--- config.mk ---
export PLATFORM = sky130hd
export DESIGN_NAME = shift_extract_flat
export DESIGN_NICKNAME = d
export VERILOG_FILES = /design/src/rtl/shift_extract_if.sv /design/src/rtl/shift_extract.sv /design/src/flat_wrapper.sv
export SDC_FILE = /design/constraint.sdc
export NUM_CORES = 1
export LEC_CHECK = 0
export CAP_MARGIN = 20
export CORE_MARGIN = 3
export CORE_UTILIZATION = 45
export DETAILED_ROUTE_END_ITERATION = 7
export PLACE_DENSITY = 0.74
export SLEW_MARGIN = 40
export SYNTH_ARGS = -nofsm -noshare
export SYNTH_HDL_FRONTEND = slang
export SYNTH_SLANG_ARGS = --single-unit
--- constraint.sdc ---
create_clock -name clk -period 1.7 [get_ports clk]
set_clock_uncertainty 0.2 [all_clocks]
set_input_delay 0.34 -clock clk [delete_from_list [all_inputs] [get_ports clk]]
set_output_delay 0.34 -clock clk [all_outputs]
set_load 0.02 [all_outputs]
--- src/rtl/shift_extract_if.sv ---
// Handshake and data bundle between a controller and the shift_extract field extractor.
interface shift_extract_if;
   logic       start;
   logic [7:0] D;
   logic [1:0] shctrl;
   logic [3:0] Q;
   logic       ovf;
   logic       lost;
   logic       err;
   logic       busy;
   logic       done;

   modport master (output start, D, shctrl, input Q, ovf, lost, err, busy, done);
   modport slave  (input start, D, shctrl, output Q, ovf, lost, err, busy, done);
endinterface

--- src/rtl/shift_extract.sv ---
// Sequential right-shift extractor: undoes a 0/2/4-bit left placement of a 4-bit operand
// one bit per clock and reports the field together with overflow and lost-bit flags.
module shift_extract (
   input  logic           clk,
   input  logic           rst,
   shift_extract_if.slave bus
);

   typedef enum logic [1:0] {
      IDLE  = 2'd0,
      SHIFT = 2'd1,
      DONE  = 2'd2
   } state_t;

   // Shift code to shift count; code 11 has no legal count and is flagged separately.
   function automatic logic [2:0] shift_amount(input logic [1:0] code);
      logic [2:0] amt;
      case (code)
         2'b00:   amt = 3'd0;
         2'b01:   amt = 3'd2;
         2'b10:   amt = 3'd4;
         default: amt = 3'd0;
      endcase
      return amt;
   endfunction

   state_t     state_r, state_s;
   logic [7:0] sreg_r, sreg_s;
   logic [2:0] cnt_r, cnt_s;
   logic       lost_acc_r, lost_acc_s;
   logic [3:0] q_r, q_s;
   logic       ovf_r, ovf_s;
   logic       lost_r, lost_s;
   logic       err_r, err_s;
   logic       busy_r;
   logic       done_r;
   logic [7:0] shifted_s;
   logic [2:0] k_s;

   // Next-state and next-output logic; outputs are computed on entry to DONE so they are
   // valid in the same cycle as the done pulse.
   always_comb begin
      state_s    = state_r;
      sreg_s     = sreg_r;
      cnt_s      = cnt_r;
      lost_acc_s = lost_acc_r;
      q_s        = q_r;
      ovf_s      = ovf_r;
      lost_s     = lost_r;
      err_s      = err_r;
      shifted_s  = {1'b0, sreg_r[7:1]};
      k_s        = shift_amount(bus.shctrl);
      case (state_r)
         IDLE: begin
            if (bus.start) begin
               if (bus.shctrl == 2'b11) begin
                  err_s   = 1'b1;
                  q_s     = 4'd0;
                  ovf_s   = 1'b0;
                  lost_s  = 1'b0;
                  state_s = DONE;
               end else begin
                  sreg_s     = bus.D;
                  cnt_s      = k_s;
                  lost_acc_s = 1'b0;
                  err_s      = 1'b0;
                  if (k_s != 3'd0) begin
                     state_s = SHIFT;
                  end else begin
                     q_s     = bus.D[3:0];
                     ovf_s   = |bus.D[7:4];
                     lost_s  = 1'b0;
                     state_s = DONE;
                  end
               end
            end else begin
               state_s = IDLE;
            end
         end
         SHIFT: begin
            sreg_s     = shifted_s;
            lost_acc_s = lost_acc_r | sreg_r[0];
            cnt_s      = cnt_r - 3'd1;
            if (cnt_r == 3'd1) begin
               q_s     = shifted_s[3:0];
               ovf_s   = |shifted_s[7:4];
               lost_s  = lost_acc_r | sreg_r[0];
               state_s = DONE;
            end else begin
               state_s = SHIFT;
            end
         end
         DONE: begin
            state_s = IDLE;
         end
         default: begin
            state_s = IDLE;
         end
      endcase
   end

   // State, datapath and output registers with synchronous reset.
   always_ff @(posedge clk) begin
      if (rst) begin
         state_r    <= IDLE;
         sreg_r     <= 8'd0;
         cnt_r      <= 3'd0;
         lost_acc_r <= 1'b0;
         q_r        <= 4'd0;
         ovf_r      <= 1'b0;
         lost_r     <= 1'b0;
         err_r      <= 1'b0;
         busy_r     <= 1'b0;
         done_r     <= 1'b0;
      end else begin
         state_r    <= state_s;
         sreg_r     <= sreg_s;
         cnt_r      <= cnt_s;
         lost_acc_r <= lost_acc_s;
         q_r        <= q_s;
         ovf_r      <= ovf_s;
         lost_r     <= lost_s;
         err_r      <= err_s;
         busy_r     <= (state_s != IDLE);
         done_r     <= (state_s == DONE);
      end
   end

   assign bus.Q    = q_r;
   assign bus.ovf  = ovf_r;
   assign bus.lost = lost_r;
   assign bus.err  = err_r;
   assign bus.busy = busy_r;
   assign bus.done = done_r;

endmodule
--- src/flat_wrapper.sv ---
// flat-port wrapper written by rule: the top's interface ports become plain ports
module shift_extract_flat 
  (clk, rst, bus_start, bus_D, bus_shctrl, bus_Q, bus_ovf, bus_lost, bus_err, bus_busy, bus_done);
  shift_extract_if bus_i ();
  input  logic clk;
  input  logic rst;
  input wire logic [$bits(bus_i.start)-1:0] bus_start;
  input wire logic [$bits(bus_i.D)-1:0] bus_D;
  input wire logic [$bits(bus_i.shctrl)-1:0] bus_shctrl;
  output wire logic [$bits(bus_i.Q)-1:0] bus_Q;
  output wire logic [$bits(bus_i.ovf)-1:0] bus_ovf;
  output wire logic [$bits(bus_i.lost)-1:0] bus_lost;
  output wire logic [$bits(bus_i.err)-1:0] bus_err;
  output wire logic [$bits(bus_i.busy)-1:0] bus_busy;
  output wire logic [$bits(bus_i.done)-1:0] bus_done;
  assign bus_i.start = bus_start;
  assign bus_i.D = bus_D;
  assign bus_i.shctrl = bus_shctrl;
  assign bus_Q = bus_i.Q;
  assign bus_ovf = bus_i.ovf;
  assign bus_lost = bus_i.lost;
  assign bus_err = bus_i.err;
  assign bus_busy = bus_i.busy;
  assign bus_done = bus_i.done;
  shift_extract u_core (.clk(clk), .rst(rst), .bus(bus_i));
endmodule
# Word level (Yosys, flattened, before mapping)
# Index checks and enable logic that the tools add are counted.
# W data, S select, Z words.
# word_totals
register_bits	23
latch_bits	0
ram_bits	0
mem_bits_ro	0
input_bits	13
output_inout_bits	9
elab_cells	62
mem_count	0
# classes
addsub	1
n_mul	0
div	0
n_lt_le_gt_ge	0
eq_ne	10
shifts	0
mux	31
bitwise	1
reduce_logical	9
# op_table
operator	count
$mux W4	4
$mux W8	2
$pmux W8 S2	1
$pmux W3 S2	2
$mux W1	11
$mux W2	4
$pmux W4 S2	1
$eq A2 B2 Y1 const B	3
$mux W3	2
$pmux W1 S2	3
$eq A2 B1 Y1 const B	2
$ne A2 B2 Y1 const B	2
$pmux W2 S2	1
$reduce_and A4 Y1	1
$reduce_bool A2 Y1	2
$reduce_or A4 Y1	1
$eq A3 B1 Y1 const B	1
$ne A3 B2 Y1 const B	1
$reduce_and A3 Y1	1
$reduce_bool A3 Y1	1
$reduce_or A3 Y1	1
$sub A3 B1 Y3 const B	1
$logic_not A2 Y1	1
$ne A2 B1 Y1 const B	1
other kinds (2)	2

# Longest topological paths before layout
# logic_depth
word_depth	8
mapped_depth	7
ltp_nobuf	6

# Worst setup path before layout
# Ideal clock, no wire load.
# synth_timing
path_type	input -> register
from	in bus_shctrl[0]
to	reg u_core.sreg_r[1]
setup_ns	0.132
arrival_ns	1.507
required_time_ns	1.368
setup_slack_ns	-0.139
cell_stages	6
n_path_buf	1
cell_sequence	ha_1 -> nor3b_2 -> buf_6 -> mux2_1 -> nand2_1 -> a21oi_1
# synth_between
elab_chain_cells	3
# synth_lines
item	line	text
from (decl)	flat_wrapper.sv:9	input wire logic [$bits(bus_i.shctrl)-1:0] bus_shctrl;
$eq A2 B2 Y1	shift_extract.sv:56	if (bus.shctrl == 2'b11) begin
$ne A2 B2 Y1 (no source line)	--	
$reduce_and A3 Y1 (no source line)	--	
to (signal assigned)	shift_extract.sv:117	sreg_r <= sreg_s;
to (decl)	shift_extract.sv:28	logic [7:0] sreg_r, sreg_s;
# No other way between the ends.
# A chain may end at the register's enable or synchronous reset.

# Final worst setup path
# layout_timing
from	reg u_core.cnt_r[1]
to	reg u_core.q_r[0], in the netlist u_core.bus.Q[0]
# layout_between
elab_chain_cells	3
# layout_lines
item	line	text
from (decl)	shift_extract.sv:29	logic [2:0] cnt_r, cnt_s;
from (signal assigned)	shift_extract.sv:118	cnt_r <= cnt_s;
$eq A3 B1 Y1	shift_extract.sv:84	if (cnt_r == 3'd1) begin
$ne A2 B1 Y1 (no source line)	--	
$reduce_and A4 Y1 (no source line)	--	
to (signal assigned)	shift_extract.sv:120	q_r <= q_s;
to (decl)	shift_extract.sv:31	logic [3:0] q_r, q_s;
# No other way between the ends.

==> results.md <==
- Largest net degree at the start of global routing: 24
- Yosys warns: 0
- Htree depth: 1
- Via density per instance: 5.492
- Outcome: finished clean
- Worst-Margin Slew: 295.9 ps
- # DRC: 0
- Final setup viols: 0
- Netlist cell types: 32
- Max-slew violations: 0
- Max clock buf depth: 2
- VDD IR max: 634.8 uV
- Die extent in x: 56.14 um
- Count leader, synth: dfxtp_1
- Ratio of cells with drive above 1 in the final layout: 0.2364
- Sequential-to-total area share from yosys stat: 0.4071
- Final hold slack: roughly 200 ps
- CP Capture Type: flop
- Hold Path Class: input port to flop
- Clk Latency, worst-skew pair: 310 ps
- Fillers: 200
- Iteration-0 DRC Markers: 14
- Max Fclk: 600.1 MHz
- Main synth FF type: dfxtp_1
- Root Buffer: clkbuf_4
- Initial Util: 0.4924
- Worst Path Buf+Inv: 2
- DP Wirelength: 1886 um
- Crit-path max cell delay: 330 ps
- Synthesized instance count: 130
- Mapped Area: approximately 1100 um2
- Final ANT Viol Nets: 0
- Boundary pin count: 22
- CP Launch Type: flop
- Worst EP arrival: 1720 ps
- Global router's overall resource usage: 0.1776
- Mean Syn Cell Area: 8.701 um2
- Area Overhead vs Synth: 37.72%
- Period utilization: 0.9802
- Layout net count: 184
- Most instantiated cells after synthesis: 23 x dfxtp_1, 15 x a21oi_1, 13 x nor2_1
- Core area: about 2300 um2
- Total power draw: 1.205 mW
- Row count: 17
- Vias in the first global route: 997
- Final Hold Fails: 0
- Pwr dens: between 700 and 800 nW/um2
- Post-synth top area share: 0.4071
- Cell family with most CP delay: compound AO/OA/AOI/OAI gates
- Ranking of synthesized cells by area: dfxtp_1 41%, a21oi_1 6.6%, ha_1 5.5%, nor2_1 4.3%, mux2i_1 3.5%
- Die ar.: 3151 um2
- Routed wire length: around 2800 um
- Final RePlAce weighted congestion: ~0.83
- Clk sinks: 23
- Setup CP Type: flop to flop
- CTS clk-pin slew, worst paths: 130 ps
- CTS tree: done
- Ant. Diodes: 0
- First-pass DRT Iterations: 4
- Num CTS Buffers: 3
- Worst EP required: approximately 1800 ps
- Worst relative slew slack: 0.8009
- Ys async rst share: 0
- Minimum clock period: 1666 ps
- First-pass GRT wire length: about 4500 um
- Die height: 56.14 um
- Post-CTS Hold Fix Bufs: 0
- Synth Register Bits: 23
- Initial antenna violation count: 0
- Synthesized Nets: 148
- PortBufs: 21
- Critical-path maximum fanout: 6
- Yosys top cell by area: dfxtp_1
- Max-cap violations: 0
- Critical-path top delay cell: dfxtp_1
- Vias: between 1000 and 1500
- CP Cell Sequence: inv_2 > ha_2 > and3b_2 > a21oi_4 > buf_6 > a211o_1 > a21oi_2
- Number of synthesized flops with an enable pin: 0
- P_leak: roughly 0.66 nW
- Routed WL per cell: approximately 14 um
- Grt ovf: 0
[cells in the final DEF (no fill, tap or decap), drive strengths merged, types with 2 or more instances in the layout]
cell           count
nor4               2
ha                 5
nand3b             4
nor2b              2
nor2              13
nor3               7
mux2               4
nor3b              2
nand2b             2
o21ai              7
clkbuf             6
nand2             10
a21oi             15
mux2i              4
clkdlybuf4s50      9
dlygate4sd2        9
buf               19
a211o              4
inv                4
dfxtp             23
a211oi             5
[final timing paths]
check / slack (ps) / end / startpoint / depth (start not counted)
setup / recovery: 30 / u_core.bus.Q[0]$_SDFFE_PP0P_ / u_core.cnt_r[1]$_SDFFE_PP0P_ / 7
hold / removal: 200 / u_core.bus.busy$_SDFF_PP0_ / bus_start / 3
setup reg to reg: 30 / u_core.bus.Q[0]$_SDFFE_PP0P_ / u_core.cnt_r[1]$_SDFFE_PP0P_ / 7
hold reg to reg: 280 / u_core.bus.Q[3]$_SDFFE_PP0P_ / u_core.bus.Q[3]$_SDFFE_PP0P_ / 2
[cell type report]
| class | instances | area, um2 | share of cell area |
|---|---|---|---|
| tap | 28 | 35.03 | 0.02249 |
| sequential | 23 | 460.4 | 0.2956 |
| clock buffer | 4 | 26.28 | 0.01687 |
| multi-input combinational | 94 | 650.6 | 0.4177 |
| inverter | 4 | 15.01 | 0.009639 |
| timing repair buffer | 40 | 370.4 | 0.2378 |
[worst min-delay path, delay by kind of cell]
family | cells | cell delay [ps]
compound gates | 1 | 90
buf+inv | 2 | 260
[what timing repair did]
action | 4_1_cts | 5_1_grt
pin swaps | 2 | 4
hold endpoints to repair | 0 | 0
cloned | 1 | 0
setup buffers | 1 | 0
setup endpoints to repair | 27 | 13
gates resized for setup | 19 | 8
[sequential cells by signal (all words and copies together), names as in the netlist]
name               cells
u_core.bus.Q           4
u_core.bus.busy        1
u_core.bus.done        1
u_core.bus.err         1
u_core.bus.lost        1
u_core.bus.ovf         1
u_core.cnt_r           3
u_core.lost_acc_r      1
u_core.sreg_r          8
u_core.state_r         2
[cell families (layout without fill, tap and decap cells)]
kind of cell | Yosys count | after routing | synth area share
and+or+nand+nor | 45 | 45 | 0.2047
AOI/OAI and AO/OA | 36 | 36 | 0.1958
DFF | 23 | 23 | 0.4071
buffers and inverters | 13 | 48 | 0.06194
muxes | 8 | 8 | 0.07522
adders and majority gates | 5 | 5 | 0.05531
[report_power, final]
part           leakage [nW]  switching [mW]  internal, mW  total (mW)
Clock                0.0150           0.164        0.0917       0.256
Sequential            0.188          0.0281         0.582       0.610
Combinational         0.459           0.165         0.174       0.339
Total                 0.662           0.357         0.848        1.21
[routing by layer]
metal | vias up | track usage | routed length, um
li1 | 528 | - | -
met1 | 491 | 0.2199 | 1260
met2 | 37 | 0.2972 | 1321
met3 | 4 | 0.05104 | 162
met4 | 0 | 0.05085 | 27
met5 | - | 0 | 0
[metrics by stage]
stage                       util  setup TNS, ps  instance area [um2]  cells  worst slack (ps)
after floorplan                -              0                 1157    130             1.585
after global placement    0.6514         -10290                 1496    187            -625.0
after detailed placement  0.6514         -11050                 1496    187            -648.3
after CTS                 0.6743              0                 1549    193            0.5790
after global routing      0.6781         -36.37                 1558    193            -36.37
final                     0.6781              0                 1558    193             33.62
Power figures use the tool's default switching activity.
